--- src/rtl/serial_adder_pkg.sv ---
// Shared types and helpers for the bit-serial adder and related serial arithmetic blocks.
package serial_adder_pkg;

   typedef enum logic [1:0] {
      StIdle = 2'd0,
      StRun  = 2'd1,
      StDone = 2'd2
   } state_e;

   localparam int unsigned MAX_WIDTH = 32;

   // Bit-index counter width; never below one bit so the counter stays declarable.
   function automatic int unsigned cnt_width(input int unsigned width);
      return (width <= 2) ? 1 : $clog2(width);
   endfunction

endpackage

--- src/rtl/full_adder_bit.sv ---
// One-bit combinational full adder cell.
module full_adder_bit (
   input  logic i_a,
   input  logic i_b,
   input  logic i_cin,
   output logic o_s,
   output logic o_cout
);

   assign o_s    = i_a ^ i_b ^ i_cin;
   assign o_cout = (i_a & i_b) | (i_a & i_cin) | (i_b & i_cin);

endmodule

--- src/rtl/serial_adder.sv ---
// Bit-serial WIDTH-bit adder, LSB first, one bit per clock.
// Define SERIAL_ADDER_OVF_EN to add the registered signed-overflow output o_ovf.
module serial_adder
   import serial_adder_pkg::*;
#(
   parameter int unsigned WIDTH = 8
) (
   input  logic             i_clk,
   input  logic             i_rst,
   input  logic             i_start,
   input  logic [WIDTH-1:0] i_a,
   input  logic [WIDTH-1:0] i_b,
   output logic             o_ready,
   output logic             o_busy,
   output logic             o_done,
   output logic [WIDTH-1:0] o_sum,
   output logic             o_cout
`ifdef SERIAL_ADDER_OVF_EN
   ,
   output logic             o_ovf
`endif
);

   localparam int unsigned CW = cnt_width(WIDTH);

   state_e           r_state;
   state_e           w_state_next;
   logic [WIDTH-1:0] r_a;
   logic [WIDTH-1:0] r_b;
   logic [WIDTH-2:0] r_res;
   logic             r_carry;
   logic [CW-1:0]    r_cnt;
   logic [WIDTH-1:0] r_sum;
   logic             r_cout;
`ifdef SERIAL_ADDER_OVF_EN
   logic             r_ovf;
`endif

   logic             w_accept;
   logic             w_run;
   logic             w_last;
   logic             w_fa_s;
   logic             w_fa_cout;
   logic [WIDTH-1:0] w_res_next;

   assign w_accept   = i_start & o_ready;
   assign w_run      = (r_state == StRun);
   assign w_last     = w_run && (r_cnt == CW'(WIDTH - 1));
   assign w_res_next = {w_fa_s, r_res};

   full_adder_bit u_fa (
      .i_a    (r_a[0]),
      .i_b    (r_b[0]),
      .i_cin  (r_carry),
      .o_s    (w_fa_s),
      .o_cout (w_fa_cout)
   );

   always_ff @(posedge i_clk) begin
      if (i_rst) begin
         r_state <= StIdle;
      end else begin
         r_state <= w_state_next;
      end
   end

   always_comb begin
      w_state_next = r_state;
      unique case (r_state)
         StIdle:  if (w_accept) w_state_next = StRun;
         StRun:   if (w_last) w_state_next = StDone;
         StDone:  w_state_next = w_accept ? StRun : StIdle;
         default: w_state_next = StIdle;
      endcase
   end

   always_comb begin
      o_ready = (r_state == StIdle) || (r_state == StDone);
      o_busy  = (r_state == StRun);
      o_done  = (r_state == StDone);
   end

   always_ff @(posedge i_clk) begin
      if (i_rst) begin
         r_a     <= '0;
         r_b     <= '0;
         r_res   <= '0;
         r_carry <= 1'b0;
         r_cnt   <= '0;
         r_sum   <= '0;
         r_cout  <= 1'b0;
`ifdef SERIAL_ADDER_OVF_EN
         r_ovf   <= 1'b0;
`endif
      end else if (w_accept) begin
         r_a     <= i_a;
         r_b     <= i_b;
         r_carry <= 1'b0;
         r_cnt   <= '0;
      end else if (w_run) begin
         r_a     <= r_a >> 1;
         r_b     <= r_b >> 1;
         r_carry <= w_fa_cout;
         r_res   <= w_res_next[WIDTH-1:1];
         if (w_last) begin
            r_sum  <= w_res_next;
            r_cout <= w_fa_cout;
`ifdef SERIAL_ADDER_OVF_EN
            // On the MSB step r_carry is the carry into the MSB.
            r_ovf  <= r_carry ^ w_fa_cout;
`endif
         end else begin
            r_cnt <= r_cnt + CW'(1);
         end
      end
   end

   assign o_sum  = r_sum;
   assign o_cout = r_cout;
`ifdef SERIAL_ADDER_OVF_EN
   assign o_ovf  = r_ovf;
`endif

endmodule

--- config.mk ---
export PLATFORM = sky130hd
export DESIGN_NAME = serial_adder
export DESIGN_NICKNAME = d
export VERILOG_FILES = /design/src/rtl/serial_adder_pkg.sv /design/src/rtl/full_adder_bit.sv /design/src/rtl/serial_adder.sv
export SDC_FILE = /design/constraint.sdc
export NUM_CORES = 1
export LEC_CHECK = 0
export ABC_AREA = 1
export BUFFER_PORTS_ARGS = -buffer_cell sky130_fd_sc_hd__clkbuf_2
export CORE_MARGIN = 2
export CORE_UTILIZATION = 40
export DETAILED_ROUTE_END_ITERATION = 10
export HOLD_SLACK_MARGIN = 0.06
export MAX_ROUTING_LAYER = met4
export PLACE_DENSITY_LB_ADDON = 0.1
export SETUP_SLACK_MARGIN = 0.1
export SYNTH_ARGS = -nofsm -noshare
export SYNTH_HDL_FRONTEND = slang
export SYNTH_HIERARCHICAL = 1
export SYNTH_SLANG_ARGS = --single-unit
--- constraint.sdc ---
create_clock -name i_clk -period 3.1 [get_ports i_clk]
set_input_delay 0 -clock i_clk [delete_from_list [all_inputs] [get_ports i_clk]]
set_output_delay 0 -clock i_clk [all_outputs]
set_load 0.01 [all_outputs]
# --- After elaboration in Yosys (flattened, before gate mapping) ---
# Cells that the tools add are included.
op_classes:
  addsub: 1
  div: 0
  mul: 0
  shifts: 0
  n_lt_le_gt_ge: 0
  n_eq_ne: 5
  muxes: 8
  reduce_logical: 9
  n_bitwise: 10
ops:
  columns: ["op", "count"]
  rows:
  - ["2-to-1 mux 8 bit", 4]
  - ["case mux 2 bit (3 select lines)", 1]
  - ["AND reduction 2 bit", 3]
  - ["bitwise AND 1 bit", 4]
  - ["2-to-1 mux 2 bit", 2]
  - ["adder 3 x 1 -> 3 bit (second input constant)", 1]
  - ["== test 3 bit (second input constant)", 1]
  - ["AND reduction 3 bit", 1]
  - ["== test 2 x 1 -> 1 bit (second input constant)", 1]
  - ["== test 2 bit (second input constant)", 1]
  - ["zero test 2 bit", 1]
  - ["!= test 2 x 1 -> 1 bit (second input constant)", 1]
  - ["!= test 2 bit (second input constant)", 1]
  - ["NOT 1 bit", 2]
  - ["OR 1 bit", 2]
  - ["nonzero test 2 bit", 1]
  - ["OR reduction 2 bit", 1]
  - ["bitwise XOR 1 bit", 2]
  - ["logical AND 1 bit", 1]
  - ["logical OR 1 bit", 1]
  - ["2-to-1 mux 1 bit", 1]
totals:
  latchBits: 0
  mem_bits_rw: 0
  input_bits: 19
  wordCells: 41
  romBits: 0
  regBits: 38
  output_inout_bits: 12
  n_memories: 0

# --- Logic depth before layout (Yosys ltp) ---
# Gate-level depths: netlist of run 1.
logic_depth:
  ltp_word: 5
  depth_mapped: 8
  depth_no_buf: 8

# --- Modules after synthesis ---
# Netlist of run 1, hierarchy kept.
modules_own_cells:
  columns: ["module", "seq_area_each_um2", "cells_per_inst", "instances", "area_each_um2"]
  rows:
  - ["serial_adder", 760.7, 228, 1, 1669.1]
  - ["full_adder_bit", 0.0, 1, 1, 20.0]

# --- Worst setup path after synthesis of run 1 ---
# No wires, ideal clock.
synth_path:
  kind: "register to register"
  start: "reg r_cnt[0]"
  end: "reg r_sum[3], in the netlist o_sum[3]"
  setup_ps: 122
  period_less_slack_ps: 1240
  path_stages_with_launch: 8
  path_slack_ps: 1860
  t_required_ps: 2978
  n_path_buf: 0
  arrival_ps: 1118
  cell_sequence: "dfxtp_1 ha_1 ha_1 inv_1 nor2_4 inv_2 nand3_1 o21ai_0"
synth_via:
  elab_chain_cells: 3
synth_rtl:
  columns: ["item", "line_no", "source"]
  rows:
  - ["from (decl)", "serial_adder.sv:32", "logic [CW-1:0] r_cnt;"]
  - ["from (signal assigned)", "serial_adder.sv:113", "r_cnt <= r_cnt + CW'(1);"]
  - ["== test 3 bit", "serial_adder.sv:48", "assign w_last = w_run && (r_cnt == CW'(WIDTH - 1));"]
  - ["logical AND 1 bit", "serial_adder.sv:48", null]
  - ["AND reduction 3 bit (no source line)", null, null]
  - ["to (signal assigned)", "serial_adder.sv:106", "r_sum <= w_res_next;"]
  - ["to (decl)", "serial_adder.sv:33", "logic [WIDTH-1:0] r_sum;"]
# Every way passes these cells.
# A chain may end at the register's enable or synchronous reset.

# --- Worst setup path after layout of run 1 ---
layout_path:
  start: "reg r_state[0]"
  end: "out o_busy"
layout_via:
  elab_chain_cells: 1
layout_rtl:
  columns: ["item", "line_no", "source"]
  rows:
  - ["from (decl)", "serial_adder.sv:26", "state_e r_state;"]
  - ["from (signal assigned)", "serial_adder.sv:61", "r_state <= StIdle;"]
  - ["from (signal assigned)", "serial_adder.sv:63", "r_state <= w_state_next;"]
  - ["== test 2 x 1 -> 1 bit", "serial_adder.sv:79", "o_busy = (r_state == StRun);"]
  - ["to (decl)", "serial_adder.sv:14", "output logic o_busy,"]
# Every way passes these cells.

==> results of run 1 <==
==> where the power goes <==
part	internal, W	leakage [nW]	total [W]	switching [W]
logic	0.0000594	0.643	0.000144	0.0000848
clock network	0.000239	0.0504	0.000428	0.000188
registers	0.000519	0.311	0.000539	0.0000205
total	0.000818	1.00	0.00111	0.000294
==> what timing repair did <==
action / in CTS / in global routing
setup buffers: 0 / 0
endpoints found under the hold margin: 13 / 0
hold buffers: 13 / 0
==> worst min path at each step <==
stage                     startpoint               endpoint  slack, ns  depth (start not counted)
after floorplan                i_rst  r_res[2]$_SDFFE_PP0P_       0.07                          1
after global placement        i_b[7]    r_b[7]$_SDFFE_PP0P_       0.24                          3
after detailed placement      i_b[7]    r_b[7]$_SDFFE_PP0P_       0.23                          3
after CTS                     i_b[2]    r_b[2]$_SDFFE_PP0P_       0.06                          5
after global routing          i_b[6]    r_b[6]$_SDFFE_PP0P_       0.07                          5
final                         i_b[2]    r_b[2]$_SDFFE_PP0P_       0.07                          5
==> worst min-delay path: cells and delay by family <==
kind | cells | cell delay, ns
buffers and inverters | 2 | 0.12
AO/OA/AOI/OAI | 1 | 0.11
AND/OR/NAND/NOR | 2 | 0.08
==> area by class of cell <==
cell class              instances  share of cell area, %
flip-flops and latches         38                  36.71
multi-input cells             150                  35.33
repair buffers                 43                  13.53
inverters                      32                  5.918
clock buffers                   5                  3.321
well taps                      50                  3.019
clock inverters                 3                  2.174
==> sequential cells by signal, summed over array words and instances (netlist names) <==
signal	cells
r_res	7
o_sum	8
r_carry	1
r_state	2
r_b	8
r_a	8
o_cout	1
r_cnt	3
==> kinds of logic after synthesis <==
| group | synth area share (%) |
|---|---|
| AO/OA/AOI/OAI | 13.18 |
| AND/OR/NAND/NOR | 27.48 |
| buffers and inverters | 11.63 |
| adder cells (fa/ha/maj) | 2.666 |
| flip-flops | 45.04 |
==> metrics by stage <==
stage	total power (W)	cells
finish	0.001111	321
global route	0.001172	321
CTS	0.001124	321
detailed placement	0.0006825	300
global placement	0.0006833	300
floorplan	0.0006554	229
==> cells in the final DEF (no fill, tap or decap), types with 2 or more instances in the layout <==
cell type      instances
nor2_4                 3
nor2_1                44
nand2_1               36
inv_2                  3
inv_1                 28
ha_1                   2
o21ai_1                4
clkinvlp_4             2
o21ai_0               19
dlygate4sd3_1         13
clkbuf_2              30
a21oi_1               15
nand2_4                2
clkbuf_8               5
dfxtp_1               38
a211oi_2               2
nand3_1               19
==> metal layers <==
metal	part of all wire [%]	up-vias	track usage, %
met4	1.3	0	5.147
met2	43	34	27.52
met3	4.5	5	5.844
li1	-	799	-
met5	0	-	-
met1	51	634	21.02
==> impl_results.md, run 1 <==
* Average wire per standard cell at between 10 and 15 um
* Pwr dens at approximately 540 mW/mm2
* Critical Path AT at between 1.5 and 2 ns
* CTS resizes at 0
* Synth top area cells: dfxtp_1 (45%), nor2_1 (9.8%), nand2_1 (8.0%), inv_1 (6.2%), nand3_1 (5.6%)
* Synth Register Bits at 38
* Final std cell area, no fill at 0.002072 mm2
* Vias in the first global route at about 1300
* Top delay family on crit path: flip-flops
* Fin crit share at 48.83%
* Post-Route Utilization at 51.43%
* DRT iter0 DRCs at 75
* Post-synth EDFFs at 0
* Crit path depth at 3
* Post-synthesis cell area at ~0.0017 mm2
* Fin worst setup slack at 1.586 ns
* Io pins at 31
* Most common cell in the netlist: nor2_1
* Crit path max-delay cell type: dfxtp_1
* Clock Latency Late Sink at 0.29 ns
* PortBufs at 30
* VDD IR max at between 0.2 and 0.3 mV
* R2r worst-path depth at 5
* Register area at 760.7 um2
* CTS tree: yes
* Multi-input gate area at about 730 um2
* Initial antenna violation count at 0
* Clock Path Buffers at 2
* Post-route ant nets at 0
* Cells along the critical path: inv_4 > nor2_4 > clkbuf_2
* Congestion Overflow GR at 0
* Fmax achieved at between 600 and 700 MHz
* Predominant post-synthesis flop cell: dfxtp_1
* Area growth from synthesis to layout at 22.67%
* Share of cells above drive strength 1 at 18.82%
* Number of synthesis warnings at 6
* Worst setup path class: reg2out
* Max stage delay on crit path at 0.60 ns
* Area after DPL at about 0.0018 mm2
* Max-cap violations at 0
* Reg-to-reg endpoint: o_sum[7]$_SDFFE_PP0P_
* Crit path launch type: flop
* GR Util All Layers at between 15 and 20%
* CP Capture Type: primary output
* H-Tree Depth at 2
* R2R Path Start: r_state[0]$_SDFFE_PP0P_
* Die Y at around 69 um
* Largest net degree at the start of global routing at 28
* Top-area cell type share of the netlist area at between 40% and 50%
* Post-Syn Nets at 251
* Synth async-reset ratio at 0%
* Fill cell count at 414
* Crit path to: o_busy
* Via/cell ratio at 4.586
* ANT cells at 0
* Max-slew violations at 0
* First-pass GRT wire length at between 5000 and 6000 um
* RSZ-0062 raised after global routing: no
* Setup slack at placement at approximately 1.6 ns
* Routed wire length at between 3000 and 4000 um
* Post-synth top cells: nor2_1 (44), dfxtp_1 (38), nand2_1 (36), inv_1 (28)
* Syn_area_per_cell at around 7.4 um2
* Worst hold slack at 0.06592 ns
* Std cell rows at 23
* Final Hold Vio Count at 0
* Clock slew at reported path FFs at 0.08 ns
* Core box area at approximately 0.0040 mm2
* Via count at ~1500
* CTS buffer count at 5
* Total clock sinks at 38
* Root Driver: clkbuf_8
* Register area share after synthesis at between 40% and 50%
* Fin crit period at 1.514 ns
* Post-Synthesis Cells at approximately 230
* LEAKAGE at about 1 nW
* Hold Crit Class: in2reg
* Final setup violation count at 0
* Worst setup startpoint: r_state[0]$_SDFFE_PP0P_
* Outcome: complete, no violations
* Initial Utilization at approximately two fifths
* TritonRoute pass-1 iters at 4
* Slew HR at slightly below 60%
* Distinct cells, synth at 21
* CP max FO at 14
* Crit path buf inv count at 2
* Post-synth top area cell: dfxtp_1
* Reg2Reg Setup Slack at between 1.5 and 2 ns
* Dpl hpwl at ~2400 um
* CP Data Required Time at between 3 and 4 ns
* Die area at ~0.0048 mm2
* Max Clock Skew at around 0.0065 ns
* Setup TNS at 0 ns
* # nets final at 292
* RD Place Congestion at roughly 0.75
* DRC violations left at 0
* Chip width at between 60 and 70 um
* Worst-Margin Slew at 0.6182 ns
Power figures use the tool's default switching activity.
==> inputs of run 2 (changes only) <==
==> constraint.sdc (replaced) <==
create_clock -name i_clk -period 1.6 [get_ports i_clk]
set_input_delay 0 -clock i_clk [delete_from_list [all_inputs] [get_ports i_clk]]
set_output_delay 0 -clock i_clk [all_outputs]
set_load 0.01 [all_outputs]
==> impl_results.md, run 2 (same netlist as run 1, synthesis figures left out) <==
* Outcome: complete, no violations
* Most common cell after layout, fill and taps aside: nor2_1
* Crit path buf inv count at 2 (unchanged)
* Total clock sinks at 38 (unchanged)
* Root Driver: clkbuf_8
* Initial Utilization at 41.93% (unchanged)
* # nets final at 304 (+4.1%)
* Fin crit period at 1.371 ns
* Met2 GRT Util at 29.57% (+2.0 points)
* Initial antenna violation count at 0 (unchanged)
* Reg2Reg Setup Slack at 0.23 ns (-1.38 ns)
* Global Route met3 Usage at 4.545% (-1.3 points)
* Max-slew violations at 0 (unchanged)
* Grt peak-use layer: met2
* M1 GR Usage at 22.98% (+2.0 points)
* LEAKAGE at 1.083 nW (+7.8%)
* Largest net degree at the start of global routing at 24 (-14%)
* Die area at 0.004759 mm2 (unchanged)
* Register area at 760.7 um2 (unchanged)
* Crit path max-delay cell type: dfxtp_1
* DRT iter0 DRCs at 110 (+47%)
* Hold Crit Class: in2reg
* Chip width at 68.99 um (unchanged)
* Post-route ant nets at 0 (unchanged)
* Worst setup startpoint: r_cnt[0]$_SDFFE_PP0P_
* Max stage delay on crit path at 0.33 ns (-0.27 ns)
* Clock slew at reported path FFs at 0.08 ns (about the same)
* Via count at 1522 (+3.4%)
* DRC violations left at 0 (unchanged)
* First-pass GRT wire length at 6334 um (+8.4%)
* RD Place Congestion at 0.7256 (-2.6%)
* Clock Latency Late Sink at 0.30 ns (about the same)
* CP Data Required Time at 1.80 ns (-1.30 ns)
* TritonRoute pass-1 iters at 4 (unchanged)
* Fin crit share at 85.67%
* Share of cells above drive strength 1 at 22.26% (+3.4 points)
* Most frequent cells in the layout: nor2_1 (44), dfxtp_1 (38), nand2_1 (36), clkbuf_2 (30), inv_1 (28)
* CTS buffer count at 5 (unchanged)
* Io pins at 31 (unchanged)
* Pwr dens at 1078 mW/mm2 (+100%)
* Cells along the critical path: ha_1 > ha_2 > inv_1 > nor2_4 > buf_4 > o21ai_0 > nor2_1
* R2R Path Start: r_cnt[0]$_SDFFE_PP0P_
* Average wire per standard cell at 11.35 um (+2.9%)
* Die Y at 68.99 um (unchanged)
* CP max FO at 7 (-7)
* Std cell rows at 23 (unchanged)
* Final setup violation count at 0 (unchanged)
* Final Hold Vio Count at 0 (unchanged)
* Via/cell ratio at 4.571 (-0.33%)
* Top delay family on crit path: adder cells
* Setup TNS at 0 ns (unchanged)
* ANT cells at 0 (unchanged)
* Total power at 0.002367 W (+110%)
* Fill cell count at 411 (-0.72%)
* Max Clock Skew at 0.004969 ns (-0.001550 ns)
* Multi-input gate area at 734.5 um2 (+0.34%)
* CTS tree: yes
* HP Start: i_b[0]
* Slew HR at 59.04% (+0.30 points)
* GR Util All Layers at 18.80% (+1.4 points)
* PortBufs at 30 (unchanged)
* CP Capture Type: flop
* Core box area at 0.004029 mm2 (unchanged)
* Congestion Overflow GR at 0 (unchanged)
* Critical Path AT at 1.57 ns (+0.06 ns)
* Worst setup path class: reg2reg
* Dpl hpwl at 2427 um (+1.4%)
* H-Tree Depth at 2 (unchanged)
* Fmax achieved at ~730 MHz
* Vias in the first global route at 1383 (+3.1%)
* RSZ-0062 raised after global routing: no
* Worst-Margin Slew at 0.6137 ns (-0.004474 ns)
* Crit path launch type: flop
* Routed wire length at 3779 um (+6.7%)
* Max-cap violations at 0 (unchanged)
* VDD IR max at 0.5321 mV (+85%)
* Area growth from synthesis to layout at 30.00%
* Clock Path Buffers at 2 (unchanged)
run 2: cell types whose count changed in the layout (fill, tap and decap cells not counted), sizes merged:
cell / before / now
clkbuf: 35 / 36
buf: 0 / 11
bufinv: 1 / 2
clkinvlp: 2 / 0
dlygate4sd3: 13 / 14
run 2: per-stage QoR:
stage                     std cells  area, um2  worst slack, ns  hold WS (ns)  util (%)
after floorplan                 229       1689           0.3598       0.07299         -
after global placement          306       1873           0.2576        0.2391     46.49
after detailed placement        306       1873           0.1932        0.2300     46.49
after CTS                       328       2156           0.1660       0.07114     53.51
after global routing            333       2196           0.1022        0.1052     54.50
final                           333       2196           0.2292       0.06760     54.50
run 2: metal layers:
metal / share of wire (%) / routed length (um)
met5: 0 / 0
met1: 48 / 1814
met3: 4.3 / 163
met2: 46 / 1724
met4: 2.0 / 76
run 2: what timing repair did:
action | CTS | global route
gates resized for setup | 0 | 1
hold buffers | 14 | 0
endpoints found under the hold margin | 14 | 0
setup buffers | 0 | 5
setup endpoints to repair | 0 | 9
run 2: cell type report:
| cell class | instances | area share [%] |
|---|---|---|
| timing repair buffer | 55 | 16.98 |
| inverter | 32 | 5.584 |
| multi-input combinational | 150 | 33.45 |
| clock inverter | 2 | 2.735 |
| tap | 50 | 2.849 |
| sequential | 38 | 34.64 |
| clock buffer | 6 | 3.761 |
run 2: worst paths after layout:
check                     endpoint  depth (start not counted)
max          o_sum[2]$_SDFFE_PP0P_                          7
min            r_b[0]$_SDFFE_PP0P_                          5
max reg2reg  o_sum[2]$_SDFFE_PP0P_                          7
min reg2reg  o_sum[1]$_SDFFE_PP0P_                          2
run 2: worst reg2reg max path, delay by kind of cell (launching register included):
kind            cells  cell delay, ns
flops               1            0.33
buf+inv             2            0.26
simple gates        2            0.12
fa+ha+maj           2            0.39
compound gates      1            0.17
run 2: report_power, final:
group          switching (W)  internal [W]  total (W)
Sequential         0.0000344       0.00101    0.00104
Combinational       0.000174      0.000131   0.000305
Clock               0.000357      0.000665    0.00102
Total               0.000565       0.00180    0.00237
